--- config.mk ---
export PLATFORM = sky130hd
export DESIGN_NAME = sh_mem_rr_responder
export DESIGN_NICKNAME = d
export VERILOG_FILES = /design/src/rtl/sh_mem_rr_responder_pkg.sv /design/src/rtl/sh_mem_rr_responder_rr_pick.sv /design/src/rtl/sh_mem_rr_responder.sv
export SDC_FILE = /design/constraint.sdc
export NUM_CORES = 1
export LEC_CHECK = 0
export ABC_AREA = 1
export CAP_MARGIN = 25
export CELL_PAD_IN_SITES_DETAIL_PLACEMENT = 2
export CELL_PAD_IN_SITES_GLOBAL_PLACEMENT = 2
export CORE_ASPECT_RATIO = 0.8
export CORE_UTILIZATION = 30
export CTS_BUF_LIST = sky130_fd_sc_hd__clkbuf_4
export CTS_CLUSTER_DIAMETER = 200
export DETAILED_ROUTE_END_ITERATION = 16
export GPL_TIMING_DRIVEN = 0
export PLACE_DENSITY = 0.8
export RECOVER_POWER = 25
export REMOVE_ABC_BUFFERS = 1
export SKIP_CTS_REPAIR_TIMING = 1
export SLEW_MARGIN = 20
export SYNTH_ARGS = -nofsm -noshare
export SYNTH_HDL_FRONTEND = slang
export SYNTH_SLANG_ARGS = --single-unit
--- constraint.sdc ---
create_clock -name clk -period 3.5 [get_ports clk]
set_input_delay 0.7 -clock clk [delete_from_list [all_inputs] [get_ports clk]]
set_output_delay 0.7 -clock clk [all_outputs]
set_load 0.01 [all_outputs]
--- src/rtl/sh_mem_rr_responder_pkg.sv ---
// Shared constants and types for the shared-memory round-robin responder.
package sh_mem_rr_responder_pkg;

   localparam int unsigned DEF_NUM_CORES = 4;
   localparam int unsigned DEF_ENABLE_W  = 2;
   localparam int unsigned DEF_ADDR_W    = 4;
   localparam int unsigned DEF_DATA_W    = 8;

   localparam logic [1:0] MEM_OP_IDLE = 2'b00;
   localparam logic [1:0] MEM_OP_LD   = 2'b01;
   localparam logic [1:0] MEM_OP_ST   = 2'b10;

   typedef enum logic [1:0] {
      ST_IDLE   = 2'd0,
      ST_ACCESS = 2'd1,
      ST_DONE   = 2'd2
   } state_e;

   // Width of a core index; never zero even for a single core.
   function automatic int unsigned ptr_width(input int unsigned n);
      return (n > 1) ? $clog2(n) : 1;
   endfunction

endpackage

--- src/rtl/sh_mem_rr_responder_rr_pick.sv ---
// Combinational round-robin selector: first requester at or after ptr_i, wrapping.
module sh_mem_rr_responder_rr_pick
   import sh_mem_rr_responder_pkg::*;
#(
   parameter int unsigned NUM_CORES = DEF_NUM_CORES,
   localparam int unsigned PTR_W = ptr_width(NUM_CORES)
) (
   input  logic [NUM_CORES-1:0] req_i,
   input  logic [PTR_W-1:0]     ptr_i,
   output logic                 valid_o,
   output logic [PTR_W-1:0]     idx_o
);

   int unsigned      cand;
   logic [PTR_W-1:0] cand_idx;

   // Scan upward from the pointer; the first hit wins.
   always_comb begin
      valid_o  = 1'b0;
      idx_o    = '0;
      cand     = 0;
      cand_idx = '0;
      for (int unsigned k = 0; k < NUM_CORES; k++) begin
         cand = 32'(ptr_i) + k;
         if (cand >= NUM_CORES) cand = cand - NUM_CORES;
         cand_idx = PTR_W'(cand);
         if (!valid_o && req_i[cand_idx]) begin
            valid_o = 1'b1;
            idx_o   = cand_idx;
         end
      end
   end

endmodule

--- src/rtl/sh_mem_rr_responder.sv ---
// Responder for per-core LD/ST requests against one single-port array, round-robin arbitrated.
module sh_mem_rr_responder
   import sh_mem_rr_responder_pkg::*;
#(
   parameter int unsigned NUM_CORES = DEF_NUM_CORES,
   parameter int unsigned ENABLE_W  = DEF_ENABLE_W,
   parameter int unsigned ADDR_W    = DEF_ADDR_W,
   parameter int unsigned DATA_W    = DEF_DATA_W
) (
   input  logic                          clk,
   input  logic                          reset,
   input  logic [ENABLE_W*NUM_CORES-1:0] enable,
   input  logic [ADDR_W*NUM_CORES-1:0]   addr,
   input  logic [DATA_W*NUM_CORES-1:0]   wr_data,
   output logic [DATA_W*NUM_CORES-1:0]   rd_data,
   output logic [NUM_CORES-1:0]          ready
);

   localparam int unsigned PTR_W = ptr_width(NUM_CORES);
   localparam int unsigned DEPTH = 2 ** ADDR_W;

   logic [ENABLE_W-1:0] op_a    [NUM_CORES];
   logic [ADDR_W-1:0]   addr_a  [NUM_CORES];
   logic [DATA_W-1:0]   wdata_a [NUM_CORES];
   logic [NUM_CORES-1:0] req_c;

   state_e              state_q, state_d;
   logic [PTR_W-1:0]    winner_q, winner_d;
   logic [ENABLE_W-1:0] op_q, op_d;
   logic [ADDR_W-1:0]   addr_q, addr_d;
   logic [DATA_W-1:0]   wdata_q, wdata_d;
   logic [PTR_W-1:0]    rr_ptr_q, rr_ptr_d;
   logic [NUM_CORES-1:0] ready_q, ready_d;
   logic [DATA_W-1:0]   rd_q [NUM_CORES];
   logic [DATA_W-1:0]   rd_d [NUM_CORES];
   logic                mem_we_c;
   logic                pick_valid_c;
   logic [PTR_W-1:0]    pick_idx_c;

   logic [DATA_W-1:0]   mem [DEPTH];

   // Unpack the per-core buses; reserved and idle opcodes are not requests.
   always_comb begin
      for (int unsigned i = 0; i < NUM_CORES; i++) begin
         op_a[i]    = enable[ENABLE_W*i +: ENABLE_W];
         addr_a[i]  = addr[ADDR_W*i +: ADDR_W];
         wdata_a[i] = wr_data[DATA_W*i +: DATA_W];
         req_c[i]   = (op_a[i] == ENABLE_W'(MEM_OP_LD)) || (op_a[i] == ENABLE_W'(MEM_OP_ST));
      end
   end

   sh_mem_rr_responder_rr_pick #(
      .NUM_CORES (NUM_CORES)
   ) u_rr_pick (
      .req_i   (req_c),
      .ptr_i   (rr_ptr_q),
      .valid_o (pick_valid_c),
      .idx_o   (pick_idx_c)
   );

   // Next-state and datapath: grant in IDLE, access in ACCESS, advance pointer in DONE.
   always_comb begin
      state_d  = state_q;
      winner_d = winner_q;
      op_d     = op_q;
      addr_d   = addr_q;
      wdata_d  = wdata_q;
      rr_ptr_d = rr_ptr_q;
      ready_d  = '0;
      rd_d     = rd_q;
      mem_we_c = 1'b0;
      unique case (state_q)
         ST_IDLE: begin
            if (pick_valid_c) begin
               winner_d = pick_idx_c;
               op_d     = op_a[pick_idx_c];
               addr_d   = addr_a[pick_idx_c];
               wdata_d  = wdata_a[pick_idx_c];
               state_d  = ST_ACCESS;
            end
         end
         ST_ACCESS: begin
            if (op_q == ENABLE_W'(MEM_OP_ST)) mem_we_c = 1'b1;
            else                             rd_d[winner_q] = mem[addr_q];
            ready_d[winner_q] = 1'b1;
            state_d           = ST_DONE;
         end
         ST_DONE: begin
            rr_ptr_d = (32'(winner_q) == NUM_CORES - 1) ? '0 : winner_q + PTR_W'(1);
            state_d  = ST_IDLE;
         end
         default: state_d = ST_IDLE;
      endcase
   end

   // State and output registers; reset drops any latched request.
   always_ff @(posedge clk) begin
      if (reset) begin
         state_q  <= ST_IDLE;
         winner_q <= '0;
         op_q     <= '0;
         addr_q   <= '0;
         wdata_q  <= '0;
         rr_ptr_q <= '0;
         ready_q  <= '0;
         rd_q     <= '{default: '0};
      end else begin
         state_q  <= state_d;
         winner_q <= winner_d;
         op_q     <= op_d;
         addr_q   <= addr_d;
         wdata_q  <= wdata_d;
         rr_ptr_q <= rr_ptr_d;
         ready_q  <= ready_d;
         rd_q     <= rd_d;
      end
   end

   // Array write; contents survive reset but a store is suppressed while reset is high.
   always_ff @(posedge clk) begin
      if (mem_we_c && !reset) mem[addr_q] <= wdata_q;
   end

   // Pack the per-core read-data registers onto the output bus.
   always_comb begin
      for (int unsigned i = 0; i < NUM_CORES; i++) begin
         rd_data[DATA_W*i +: DATA_W] = rd_q[i];
      end
   end

   assign ready = ready_q;

endmodule

==> PnR_summary.wiki, run 1 <==
{| class="wikitable"
! Metric !! Value
|-
| Instance area at placement || 9720 µm²
|-
| Hold Startpoint || rd_data[25]
|-
| All-layer global routing usage || 0.180
|-
| CP Max Fanout || 28
|-
| Setup skew after layout || 31.9 ps
|-
| TritonCTS clock tree || yes
|-
| Top cells by instance count after synthesis || sky130_fd_sc_hd__inv_1, sky130_fd_sc_hd__edfxtp_1, sky130_fd_sc_hd__nand2_1
|-
| Share of flip-flops with an asynchronous set or reset || 0
|-
| Worst vdd ir || 0.229 mV
|-
| Drt drc || 0
|-
| Maximum number of pins on one net before global-route repair || 53
|-
| Max Root-Sink Buffers || 2
|-
| Root buffer cell || sky130_fd_sc_hd__clkbuf_4
|-
| Detailed Route WL || 24800 µm
|-
| Endpoint arrival time on the critical path || 3470 ps
|-
| Worst-case register-to-register setup slack || 560 ps
|-
| Final-layout setup total negative slack || 0 ps
|-
| Mean instance size in the synthesized netlist || 9.67 µm²
|-
| Max transition margin || 0.353
|-
| Fmax achieved || 340 MHz
|-
| Reg-to-reg startpoint || rr_ptr_q[0]
|-
| Final hold vios || 0
|-
| Fraction of layout cells with a size suffix above 1 || 0.0592
|-
| Proportion of total power due to net switching || 0.355
|-
| Overall die area || 28900 µm²
|-
| Mapped cell area || 8480 µm²
|-
| Switching Power || 1970 µW
|-
| Worst setup path class || flop to flop
|-
| Final standard cell area without fillers || 10000 µm²
|-
| Cell with the most instances after synthesis || sky130_fd_sc_hd__inv_1
|-
| HPWL reported at the end of detailed placement || 17400 µm
|-
| Total of max-cap violations || 0
|-
| Register share of total power || 0.520
|-
| Post-Synthesis Cells || 877
|-
| Portion of the clock cycle consumed by the worst path in the final layout || 0.841
|-
| Number of synthesized flops with an enable pin || 128
|-
| Synth top area cells || sky130_fd_sc_hd__edfxtp_1, sky130_fd_sc_hd__dfxtp_1, sky130_fd_sc_hd__inv_1
|-
| Starting density of the core || 0.308
|-
| Ys flop type || sky130_fd_sc_hd__edfxtp_1
|-
| Proportion of power drawn by the clock network || 0.233
|-
| Worst setup slack after layout || 556 ps
|-
| Post-synth top area share || 0.453
|-
| Number of global-route vias before repair || 7097
|-
| Worst-path cell chain || inv_2, nand2_1, nand2_2, nand3_1, nand2_4, nand3_2, nand3_2, nand2_8, inv_2, nand2_1, nand3_1, nor2_1, nor2_1
|-
| Final hold slack || 560 ps
|-
| Crit path capture type || flop
|-
| Required time of the critical path || 4020 ps
|-
| Global-route wire length before repair || 39800 µm
|-
| Global-route congestion overflow total || 0
|-
| Final net count || 1012
|-
| Number of routed nets with antenna violations || 0
|-
| Largest area contributor in the netlist || sky130_fd_sc_hd__edfxtp_1
|-
| Number of setup violations in the final report || 0
|-
| Initial DRC count || 491
|-
| Final total power || 5560 µW
|-
| Number of clock buffers inserted by TritonCTS || 17
|-
| Internal Dissipation || 3590 µW
|-
| Placement-stage worst setup slack || 31.6 ps
|-
| Number of detailed-routing iterations run before antenna repair || 4
|-
| Largest incremental delay on the critical path || 690 ps
|-
| Sequential-to-total area share from yosys stat || 0.595
|-
| Clock period minus worst slack || 2940 ps
|-
| Number of clock sinks || 188
|-
| Growth of design area from synthesis to finish || 18.3%
|-
| Leakage power || 0.00401 µW
|-
| Unrepaired setup endpoints after global routing || no
|-
| Latest clock arrival within the worst-skew pair || 610 ps
|-
| WL per Instance || 18.7 µm
|-
| Vias after detailed routing || 6452
|-
| Startpoint kind of the worst setup timing path || flop
|-
| FF+latch count, synth || 188
|-
| Y dimension of the die || 152 µm
|-
| Part of the total power dissipated in combinational logic || 0.247
|-
| Synthesis warning total || 0
|-
| Initial antenna violation count || 1
|-
| Clock-pin slew of the registers on the worst-case setup and hold paths || 170 ps
|-
| Slew at the pin closest to its max-slew limit || 968 ps
|-
| Min-Delay Path Depth || 4
|-
| Power Dens Cells || 555 nW/µm²
|-
| Number of primary I/O pins || 94
|-
| Routability congestion estimate || 0.798
|-
| Width of the chip || 190 µm
|-
| Library cells used by synthesis || 31
|-
| Outcome || complete, no violations
|-
| Level count of the clock H-tree || 4
|-
| Path class of the lowest-slack min-delay path || flop to flop
|-
| Core area || 27500 µm²
|-
| Critical R2R Capture || op_q[1]
|-
| Number of placement rows || 54
|-
| Worst r2r path cells || 13
|-
| Number of input and output port buffers inserted || 93
|-
| Via count normalized by instance count || 4.86
|-
| Slowest CP cell || sky130_fd_sc_hd__dfxtp_1
|-
| Max-slew violations || 0
|-
| Hold path endpoint || rd_data[25]
|}
## through the flow
stage / utilization / instances
6_report: 0.365 / 1328
4_1_cts: 0.365 / 1327
5_1_grt: 0.365 / 1328
2_1_floorplan: - / 835
3_5_place_dp: 0.353 / 1295
3_3_place_gp: 0.351 / 1292
## critical path: cells and delay by family (launching register included)
family | cells | cell delay [ps]
buf+inv | 2 | 320
flops | 1 | 690
simple gates | 11 | 1830
## layout make-up
class	instances	area [µm²]
well taps	364	455
fillers	3013	17500
multi-input cells	473	2580
inverters	174	656
diodes	1	2.50
clock buffers	19	143
clock inverters	13	163
repair buffers	96	980
flip-flops and latches	188	5050
## sequential cells by signal, summed over array words and instances, names as in the netlist, named ones only
name and flops:
addr_q 4, mem 128, op_q 2, rd_data 32
ready 4, rr_ptr_q 2, state_q 2, wdata_q 8
winner_q 2
## power by group through the flow
stage / combinational (µW) / sequential [µW] / clock, µW
final: 1370 / 2890 / 1300
after global routing: 1540 / 2920 / 1400
after CTS: 1400 / 2900 / 1320
after detailed placement: 1390 / 2950 / 0
after global placement: 1280 / 2960 / 0
after floorplan: 786 / 2840 / 0
## layout by cell type, fill, tap and decap left out, types with 2 or more instances in the layout
master	n
sky130_fd_sc_hd__inv_2	4
sky130_fd_sc_hd__ha_1	4
sky130_fd_sc_hd__buf_12	2
sky130_fd_sc_hd__mux2i_1	32
sky130_fd_sc_hd__clkbuf_4	19
sky130_fd_sc_hd__nand2_1	90
sky130_fd_sc_hd__inv_1	168
sky130_fd_sc_hd__o21ai_0	76
sky130_fd_sc_hd__inv_6	2
sky130_fd_sc_hd__nor2_1	49
sky130_fd_sc_hd__a21oi_2	2
sky130_fd_sc_hd__bufinv_16	3
sky130_fd_sc_hd__nand3_2	3
sky130_fd_sc_hd__nand3_1	87
sky130_fd_sc_hd__clkdlybuf4s50_1	92
sky130_fd_sc_hd__dfxtp_1	58
sky130_fd_sc_hd__clkinv_2	2
sky130_fd_sc_hd__nand2_4	3
sky130_fd_sc_hd__clkinv_4	3
sky130_fd_sc_hd__nand2_2	4
sky130_fd_sc_hd__nand3b_1	11
sky130_fd_sc_hd__a21oi_1	73
sky130_fd_sc_hd__inv_4	4
sky130_fd_sc_hd__edfxtp_1	128
sky130_fd_sc_hd__o211ai_1	32
## worst max path at each step
stage	startpoint	endpoint	slack (ps)	depth (start not counted)
after global routing	rr_ptr_q[0]	op_q[1]	240	13
after floorplan	flop	rd_data[11]	380	7
after global placement	flop	rd_data[25]	-1170	6
after CTS	rr_ptr_q[0]	flop	530	13
final	rr_ptr_q[0]	op_q[1]	560	13
after detailed placement	enable[5]	flop	30	14
## cell families (layout without fill, tap and decap cells)
group | after synthesis | count (layout) | synth area share
flops | 188 | 188 | 0.595
compound gates | 185 | 185 | 0.120
fa+ha+maj | 4 | 4 | 0.00590
simple gates | 252 | 252 | 0.140
other cells | 0 | 1 | 0
mux | 32 | 32 | 0.0378
buf+inv | 216 | 302 | 0.101
## per-layer routing
layer  routed length (µm)  global-route usage
met5                    0                   0
met4                  314              0.0503
met3                  888              0.0283
met2                12300               0.309
met1                11300               0.231
(Power assumes the default switching activity.)
==> inputs of run 2 (changes only) <==
- PLACE_DENSITY: 0.8 -> 0.82
- clock period: 3.5 -> 2.6 ns (I/O delays scaled with it)
==> PnR_summary.wiki, run 2 (synthesized netlist as in run 1, its figures left out) <==
{| class="wikitable"
! Metric !! Value
|-
| Critical path endpoint || mem[5][1]
|-
| Worst vdd ir || 0.236 mV (+3.0%)
|-
| Worst setup path class || flop to flop
|-
| Startpoint kind of the worst setup timing path || flop
|-
| Final hold vios || 0 (unchanged)
|-
| Register share of total power || 0.540 (+0.020)
|-
| Portion of the clock cycle consumed by the worst path in the final layout || 1.03 (+0.188)
|-
| Routability congestion estimate || 0.804 (+0.85%)
|-
| Overall die area || 28900 µm² (unchanged)
|-
| Required time of the critical path || 2800 ps (-1220 ps)
|-
| Vias after detailed routing || 6457 (+0.077%)
|-
| Worst-case register-to-register setup slack || -80 ps (-630 ps)
|-
| Number of input and output port buffers inserted || 93 (unchanged)
|-
| Part of the total power dissipated in combinational logic || 0.260 (+0.013)
|-
| Cell count after placement || 1294 (-0.077%)
|-
| Number of primary I/O pins || 94 (unchanged)
|-
| Internal Dissipation || 4540 µW (+27%)
|-
| Maximum number of pins on one net before global-route repair || 50 (-5.7%)
|-
| Leakage power || 0.00399 µW (-0.68%)
|-
| Top register by number of flip-flops || mem
|-
| Outcome || finished with violations
|-
| Area used by sequential logic in the layout || 5060 µm² (+0.17%)
|-
| Number of global-route vias before repair || 7024 (-1.0%)
|-
| Via count normalized by instance count || 4.86 (about the same)
|-
| Final total power || 7230 µW (+30%)
|-
| TritonCTS clock tree || yes
|-
| Global-route congestion overflow total || 0 (unchanged)
|-
| Level count of the clock H-tree || 4 (unchanged)
|-
| Core area || 27500 µm² (unchanged)
|-
| Clock-pin slew of the registers on the worst-case setup and hold paths || 170 ps (about the same)
|-
| Path class of the lowest-slack min-delay path || primary input to flop
|-
| Final Instance Count excl. Fillers || 1328 (unchanged)
|-
| Latest clock arrival within the worst-skew pair || 590 ps (-20 ps)
|-
| Clock period minus worst slack || 2680 ps (-267 ps)
|-
| Initial antenna violation count || 1 (unchanged)
|-
| Max-slew violations || 0 (unchanged)
|-
| Crit path capture type || flop
|-
| Drt drc || 0 (unchanged)
|-
| CP Max Fanout || 8 (-71%)
|-
| Number of clock sinks || 188 (unchanged)
|-
| Number of routed nets with antenna violations || 0 (unchanged)
|-
| Number of clock buffers inserted by TritonCTS || 17 (unchanged)
|-
| Area taken by multi-input logic gates || 2620 µm² (+1.7%)
|-
| Switching Power || 2690 µW (+36%)
|-
| Slew at the pin closest to its max-slew limit || 887 ps (-80.9 ps)
|-
| Width of the chip || 190 µm (unchanged)
|-
| Most frequent cells in the layout || sky130_fd_sc_hd__inv_1, sky130_fd_sc_hd__edfxtp_1, sky130_fd_sc_hd__clkdlybuf4s50_1, sky130_fd_sc_hd__nand2_1, sky130_fd_sc_hd__nand3_1
|-
| Fraction of layout cells with a size suffix above 1 || 0.0748 (+0.0156)
|-
| # fillers || 3031 (+0.60%)
|-
| Worst setup slack after layout || -77.3 ps (-633 ps)
|-
| Final-layout setup total negative slack || -723 ps (-723 ps)
|-
| Start point of the critical path || state_q[0]
|-
| Power Dens Cells || 722 nW/µm² (+30%)
|-
| Utilization of the core after routing || 0.364 (about the same)
|-
| Unrepaired setup endpoints after global routing || yes
|-
| Max transition margin || 0.407 (+0.0541)
|-
| Max Root-Sink Buffers || 2 (unchanged)
|-
| Detailed Route WL || 24900 µm (+0.27%)
|-
| Critical R2R Capture || mem[5][1]
|-
| Fmax achieved || 374 MHz (+10%)
|-
| Instance area at placement || 9700 µm² (-0.15%)
|-
| Final standard cell area without fillers || 10000 µm² (about the same)
|-
| Worst r2r path cells || 6 (-7)
|-
| Number of placement rows || 54 (unchanged)
|-
| Y dimension of the die || 152 µm (unchanged)
|-
| Initial DRC count || 357 (-27%)
|-
| Number of setup violations in the final report || 16 (+16)
|-
| Commonest non-fill, non-tap cell in the layout || sky130_fd_sc_hd__inv_1
|-
| Proportion of total power due to net switching || 0.371 (+0.0168)
|-
| Endpoint arrival time on the critical path || 2870 ps (-600 ps)
|-
| Number of detailed-routing iterations run before antenna repair || 5 (+1)
|-
| HPWL reported at the end of detailed placement || 17500 µm (+0.39%)
|-
| Starting density of the core || 0.308 (unchanged)
|-
| Setup skew after layout || 41.4 ps (+9.55 ps)
|-
| Total of max-cap violations || 0 (unchanged)
|-
| Final net count || 1012 (unchanged)
|-
| All-layer global routing usage || 0.178 (-0.00183)
|-
| Failing checks || setup timing
|-
| Global-route wire length before repair || 39300 µm (-1.3%)
|-
| Growth of design area from synthesis to finish || 18.2% (about the same)
|-
| WL per Instance || 18.8 µm (+0.27%)
|-
| Reg-to-reg startpoint || state_q[0]
|-
| Root buffer cell || sky130_fd_sc_hd__clkbuf_4
|-
| Proportion of power drawn by the clock network || 0.200 (-0.033)
|-
| Number of flip-flops under the largest register name || 128 (unchanged)
|}
run 2: routing by layer:
layer / global-route usage / vias to the layer above / routed length (µm)
met5: 0 / - / 0
met1: 0.240 / 3246 / 11700
li1: - / 3081 / -
met4: 0.0445 / 0 / 319
met3: 0.0276 / 22 / 713
met2: 0.296 / 108 / 12100
run 2: worst min-delay path by stage:
stage | start | to | slack [ps] | cells past startpoint
after global placement | rd_data[24] | rd_data[24] | 520 | 4
after floorplan | state_q[1] | rr_ptr_q[1] | 530 | 2
final | reset | rd_data[30] | 350 | 4
after detailed placement | rd_data[15] | rd_data[15] | 540 | 4
after global routing | reset | rd_data[22] | 340 | 4
after CTS | reset | rd_data[30] | 330 | 4
run 2: worst max-delay path: stages, from the launching register on:
cell and delay [ps]:
sky130_fd_sc_hd__dfxtp_1 340, sky130_fd_sc_hd__inv_1 80, sky130_fd_sc_hd__nor2_1 150, sky130_fd_sc_hd__nand2_1 170, sky130_fd_sc_hd__nor3_1 480, sky130_fd_sc_hd__nand3_1 320, sky130_fd_sc_hd__nor2_1 760
run 2: through the flow:
stage / hold slack, ps / setup WS [ps]
2_1_floorplan: 525 / -518
3_3_place_gp: 525 / -1940
3_5_place_dp: 542 / -714
4_1_cts: 334 / -355
5_1_grt: 344 / -269
6_report: 349 / -77.3
run 2: area by class of cell:
| type | instances | share of cell area |
|---|---|---|
| flip-flops and latches | 188 | 0.505 |
| well taps | 364 | 0.0455 |
| inverters | 174 | 0.0655 |
| clock inverters | 14 | 0.00949 |
| clock buffers | 18 | 0.0135 |
| diodes | 1 | 0.000250 |
| repair buffers | 96 | 0.0992 |
| multi-input cells | 473 | 0.262 |
run 2: power groups by stage:
| stage | Clock [µW] | Sequential [µW] | Combinational [µW] |
|---|---|---|---|
| 2_1_floorplan | 0 | 3820 | 1060 |
| 3_3_place_gp | 0 | 3980 | 1730 |
| 3_5_place_dp | 0 | 3970 | 1860 |
| 4_1_cts | 1470 | 3900 | 1870 |
| 5_1_grt | 1590 | 3950 | 2100 |
| 6_report | 1450 | 3900 | 1880 |
==> inputs of run 3 (changes only) <==
- RECOVER_POWER: 25 -> default
==> results of run 3 <==
The final DEF is identical to that of run 2; final timing and power are the same.
